### src/rtl/ifu_pkg.sv
// Shared types and constants for the instruction fetch unit.
// Optional timeout support is selected with the IFU_TIMEOUT_EN macro (see instr_fetch_unit).
package ifu_pkg;

  typedef enum logic [1:0] {
    IDLE = 2'd0,
    REQ  = 2'd1,
    WAIT = 2'd2,
    DONE = 2'd3
  } ifu_state_e;

  localparam int unsigned PC_STEP   = 4;
  localparam logic [31:0] NOP_INSTR = 32'h0;

endpackage

### src/rtl/ifu_timeout_ctr.sv
// Cycle counter bounding how long a fetch may wait for memory.
// Only instantiated when IFU_TIMEOUT_EN is defined.
module ifu_timeout_ctr #(
  parameter int unsigned TIMEOUT = 15
) (
  input  logic clk,
  input  logic rst,
  input  logic clear,
  input  logic enable,
  output logic expired
);

  localparam int unsigned CNT_W = $clog2(TIMEOUT + 1);

  logic [CNT_W-1:0] cnt_q, cnt_d;

  // The cycle entering REQ counts as zero, so expiry lands on the TIMEOUT-th request cycle.
  assign expired = (cnt_q == CNT_W'(TIMEOUT - 1));

  always_comb begin
    cnt_d = cnt_q;
    if (clear) begin
      cnt_d = '0;
    end else if (enable && !expired) begin
      cnt_d = cnt_q + 1'b1;
    end
  end

  always_ff @(posedge clk or posedge rst) begin
    if (rst) begin
      cnt_q <= '0;
    end else begin
      cnt_q <= cnt_d;
    end
  end

endmodule

### src/rtl/instr_fetch_unit.sv
// Fetches one instruction per request: latches PC, handshakes with memory, pulses IR/PC updates.
// Define IFU_TIMEOUT_EN to abort stalled fetches after TIMEOUT cycles and raise fetch_err.
module instr_fetch_unit
  import ifu_pkg::*;
#(
  parameter int unsigned ADDR_W  = 32,
  parameter int unsigned DATA_W  = 32,
  parameter int unsigned TIMEOUT = 15
) (
  input  logic              CLK,
  input  logic              RST,
  input  logic [ADDR_W-1:0] pc_in,
  input  logic              fetch_start,
  input  logic              flush,
  output logic              mem_req,
  output logic [ADDR_W-1:0] mem_addr,
  input  logic              mem_ack,
  input  logic [DATA_W-1:0] mem_rdata,
  output logic [DATA_W-1:0] ir_out,
  output logic              ir_valid,
  output logic [ADDR_W-1:0] next_pc,
  output logic              pc_wre,
  output logic              fetch_busy,
  output logic              fetch_err
);

  ifu_state_e        state_q, state_d;
  logic              mem_req_q, mem_req_d;
  logic [ADDR_W-1:0] mem_addr_q, mem_addr_d;
  logic [DATA_W-1:0] ir_q, ir_d;
  logic [ADDR_W-1:0] next_pc_q, next_pc_d;
  logic              ir_valid_q, ir_valid_d;
  logic              pc_wre_q, pc_wre_d;
  logic              fetch_err_q, fetch_err_d;
  logic              tmo_expired;
  logic              pc_lo_unused;

  // Fetch addresses are word aligned; the low PC bits never reach memory.
  assign pc_lo_unused = ^pc_in[1:0];

`ifdef IFU_TIMEOUT_EN
  ifu_timeout_ctr #(
    .TIMEOUT(TIMEOUT)
  ) u_timeout_ctr (
    .clk    (CLK),
    .rst    (RST),
    .clear  ((state_q == IDLE) && fetch_start),
    .enable ((state_q == REQ) || (state_q == WAIT)),
    .expired(tmo_expired)
  );
`else
  logic timeout_unused;
  assign timeout_unused = (TIMEOUT == 0);
  assign tmo_expired    = 1'b0;
`endif

  always_comb begin
    state_d     = state_q;
    mem_req_d   = mem_req_q;
    mem_addr_d  = mem_addr_q;
    ir_d        = ir_q;
    next_pc_d   = next_pc_q;
    ir_valid_d  = 1'b0;
    pc_wre_d    = 1'b0;
    fetch_err_d = fetch_err_q;
    case (state_q)
      IDLE: begin
        if (fetch_start) begin
          mem_addr_d  = {pc_in[ADDR_W-1:2], 2'b00};
          mem_req_d   = 1'b1;
          fetch_err_d = 1'b0;
          state_d     = REQ;
        end
      end
      REQ, WAIT: begin
        // Flush beats a same-cycle ack; ack beats a same-cycle timeout.
        if (flush) begin
          mem_req_d = 1'b0;
          state_d   = IDLE;
        end else if (mem_ack) begin
          ir_d       = mem_rdata;
          next_pc_d  = mem_addr_q + ADDR_W'(PC_STEP);
          mem_req_d  = 1'b0;
          ir_valid_d = 1'b1;
          pc_wre_d   = 1'b1;
          state_d    = DONE;
        end else if (tmo_expired) begin
          mem_req_d   = 1'b0;
          fetch_err_d = 1'b1;
          state_d     = IDLE;
        end else begin
          state_d = WAIT;
        end
      end
      DONE:    state_d = IDLE;
      default: state_d = IDLE;
    endcase
  end

  always_ff @(posedge CLK or posedge RST) begin
    if (RST) begin
      state_q     <= IDLE;
      mem_req_q   <= 1'b0;
      mem_addr_q  <= '0;
      ir_q        <= DATA_W'(NOP_INSTR);
      next_pc_q   <= '0;
      ir_valid_q  <= 1'b0;
      pc_wre_q    <= 1'b0;
      fetch_err_q <= 1'b0;
    end else begin
      state_q     <= state_d;
      mem_req_q   <= mem_req_d;
      mem_addr_q  <= mem_addr_d;
      ir_q        <= ir_d;
      next_pc_q   <= next_pc_d;
      ir_valid_q  <= ir_valid_d;
      pc_wre_q    <= pc_wre_d;
      fetch_err_q <= fetch_err_d;
    end
  end

  assign mem_req    = mem_req_q;
  assign mem_addr   = mem_addr_q;
  assign ir_out     = ir_q;
  assign next_pc    = next_pc_q;
  assign ir_valid   = ir_valid_q;
  assign pc_wre     = pc_wre_q;
  assign fetch_busy = (state_q != IDLE);
  assign fetch_err  = fetch_err_q;

endmodule
### config.mk
export PLATFORM = sky130hd
export DESIGN_NAME = instr_fetch_unit
export DESIGN_NICKNAME = d
export VERILOG_FILES = /design/src/rtl/ifu_pkg.sv /design/src/rtl/ifu_timeout_ctr.sv /design/src/rtl/instr_fetch_unit.sv
export SDC_FILE = /design/constraint.sdc
export NUM_CORES = 1
export LEC_CHECK = 0
export BUFFER_PORTS_ARGS = -buffer_cell sky130_fd_sc_hd__buf_2
export CAP_MARGIN = 10
export CORE_MARGIN = 2
export CORE_UTILIZATION = 24
export CTS_CLUSTER_DIAMETER = 100
export DETAILED_ROUTE_END_ITERATION = 16
export SLEW_MARGIN = 30
export SYNTH_ARGS = -nofsm -noshare
export SYNTH_HDL_FRONTEND = slang
export SYNTH_SLANG_ARGS = --single-unit
### constraint.sdc
create_clock -name CLK -period 5.8 [get_ports CLK]
set_input_delay 0.29 -clock CLK [delete_from_list [all_inputs] [get_ports CLK]]
set_output_delay 0.29 -clock CLK [all_outputs]
set_load 0.01 [all_outputs]
==> impl_metrics.json <==
{
  "run_status": "completed",
  "synthCells": 410,
  "critical_path.max_fanout": 92,
  "nets": 638,
  "die_y_um": 137,
  "grtUsageTotal_pct": 11.5,
  "worstReg2RegEnd": "next_pc[16]",
  "vias_per_cell": 4.18,
  "hold_class": "in2async",
  "setup_viol": 0,
  "core_area_um2": 17200,
  "overflow": 0,
  "yosysWarnings": 0,
  "finalCritPeriodShare_pct": 38.9,
  "gp_congestion": 0.802,
  "drv_slew": 0,
  "drt_iter0_drc": 142,
  "synth.distinct_cells": 33,
  "route.detailed.drc": 0,
  "ant_nets": 0,
  "rsz0062_at_grt": "false",
  "finClkSkew_ps": 7.01,
  "final-hold-violation-count": 0,
  "grt_pass1_wl_um": 16400,
  "netlist_area_um2": 4230,
  "clk_latency_ps": 350,
  "clk_pin_slew_ps": 70,
  "grt_pass1_vias": 3075,
  "slew_headroom_pct": 38.4,
  "postCtsHoldBufs": 0,
  "portBuffers": 162,
  "clock_sinks": 96,
  "fin_util_pct": 32.2,
  "synth-seq-cells": 96,
  "drv_cap": 0,
  "final_cell_mix": "buf_2, nand2_1, dfrtp_1",
  "wl_per_cell_um": 13.2,
  "crit_path_end_kind": "flip-flop",
  "regToRegSetupSlack_ps": 3540,
  "ctsResizeCount": 0,
  "drtPass1Iterations": 4,
  "tightest_slew_ps": 925,
  "die_area_um2": 18700,
  "cts_buffer_depth": 2,
  "area_growth_syn_to_layout_pct": 31.2,
  "ir_drop_uv": 203,
  "dr_total_vias": 3326,
  "leakage_nw": 2.78,
  "antenna_found_initial": 0,
  "synth-seq-area-share_pct": 56.9,
  "n_antenna_cell": 0,
  "cts_root_buf": "clkbuf_16",
  "critPathKind": "reg2reg",
  "crit_arrival_ps": 2550,
  "fmax_ghz": 0.443,
  "drive_gt1_share_pct": 39.6,
  "pin_count": 170,
  "reg2regPathDepth": 7,
  "postCtsSetupBuffers": 0,
  "wl_um": 10500,
  "start_util_pct": 24.5,
  "cts_tree": "yes",
  "totalNegativeSetupSlack_ps": 0,
  "layout_commonest_cell": "buf_2",
  "grt_max_degree": 93,
  "cts_buffers": 9,
  "htree_levels": 3,
  "dp_hpwl_um": 7420,
  "die_w_um": 137,
  "syn_area_per_cell_um2": 10.3,
  "num_rows": 48,
  "cp-start-kind": "flip-flop",
  "p_per_area_nw_per_um2": 550,
  "cp.required_ps": 6090,
  "rr_startpoint": "state_q[0]",
  "min_period_ps": 2260
}
critical path, stage by stage, from the launching register on:
cell and delay [ps]:
dfrtp_1 350, inv_1 60, ha_1 300, nor2b_1 260, nand2_4 80, buf_4 380, or4_1 610, nand3_1 90
where the power goes:
part | switching, W | internal [W]
Clock | 0.000255 | 0.000345
Combinational | 0.000632 | 0.000530
Sequential | 0.000299 | 0.000988
how the worst max path moves through the flow:
stage	startpoint	endpoint	slack (ps)	depth (start not counted)
4_1_cts	state_q[0]	state_q[0]	3530	8
5_1_grt	state_q[1]	next_pc[16]	3370	7
3_5_place_dp	state_q[0]	state_q[0]	3540	8
2_1_floorplan	RST	ir_out[0]	3000	1
6_report	state_q[0]	next_pc[16]	3540	7
3_3_place_gp	state_q[0]	next_pc[16]	3340	7
logic make-up (layout without fill, tap and decap cells):
group | Yosys count | count (layout) | share of synthesized area [%]
XOR/XNOR | 27 | 27 | 5.60
other | 1 | 5 | 0.0888
buffers and inverters | 32 | 189 | 3.58
multiplexers | 31 | 31 | 8.26
AO/OA/AOI/OAI | 34 | 34 | 4.53
adder cells (fa/ha/maj) | 3 | 3 | 0.888
AND/OR/NAND/NOR | 186 | 186 | 20.2
flip-flops | 96 | 96 | 56.9
through the flow:
stage	setup WS, ps	hold WS [ps]	instances	area, µm²	power (W)
2_1_floorplan	3000	395	414	4240	0.00196
3_3_place_gp	3340	427	780	5240	0.00246
3_5_place_dp	3540	429	780	5250	0.00249
4_1_cts	3530	41.9	796	5540	0.00311
5_1_grt	3370	82.9	796	5540	0.00331
6_report	3540	26.6	796	5540	0.00305
sequential cells by signal, summed over array words and instances (netlist names):
register and count:
pc_wre 1, mem_addr 30, state_q 2, next_pc 30
ir_out 32, mem_req 1
synthesized netlist by cell type, drive strengths merged:
library cell	number	share of area (%)
o21ai	31	4.1
nor2b	1	0.15
and4	3	0.71
clkinv	1	0.089
nand2	137	12
nor2	8	0.71
mux2	31	8.3
dfrtp	96	57
nand4	8	2.3
or4	5	0.89
and3	5	0.77
nor3	4	0.47
clkbuf	16	1.4
xnor2	18	3.7
inv	7	0.62
ha	3	0.89
buf	8	1.5
conb	1	0.089
or3	1	0.15
nor4	5	0.74
xor2	9	1.9
o211ai	1	0.18
nand3	9	1.2
a21oi	2	0.24
final cells by class:
type | instances | area (µm²)
Sequential cell | 96 | 2400
Timing Repair Buffer | 165 | 833
Multi-Input combinational cell | 286 | 1690
Inverter | 8 | 33.8
Fill cell | 1816 | 11700
Tap cell | 225 | 282
Clock buffer | 11 | 243
Clock inverter | 5 | 56.3
metal layers:
| metal | wire, µm | GRT usage (%) | up-vias | part of all wire, % |
|---|---|---|---|---|
| met5 | 0 | 0 | - | 0 |
| met4 | 174 | 3.99 | 0 | 1.7 |
| met3 | 805 | 4.37 | 14 | 7.7 |
| met2 | 4730 | 17.6 | 113 | 45 |
| met1 | 4780 | 14.9 | 1539 | 46 |
| li1 | - | - | 1660 | - |
Power figures use the tool's default switching activity.
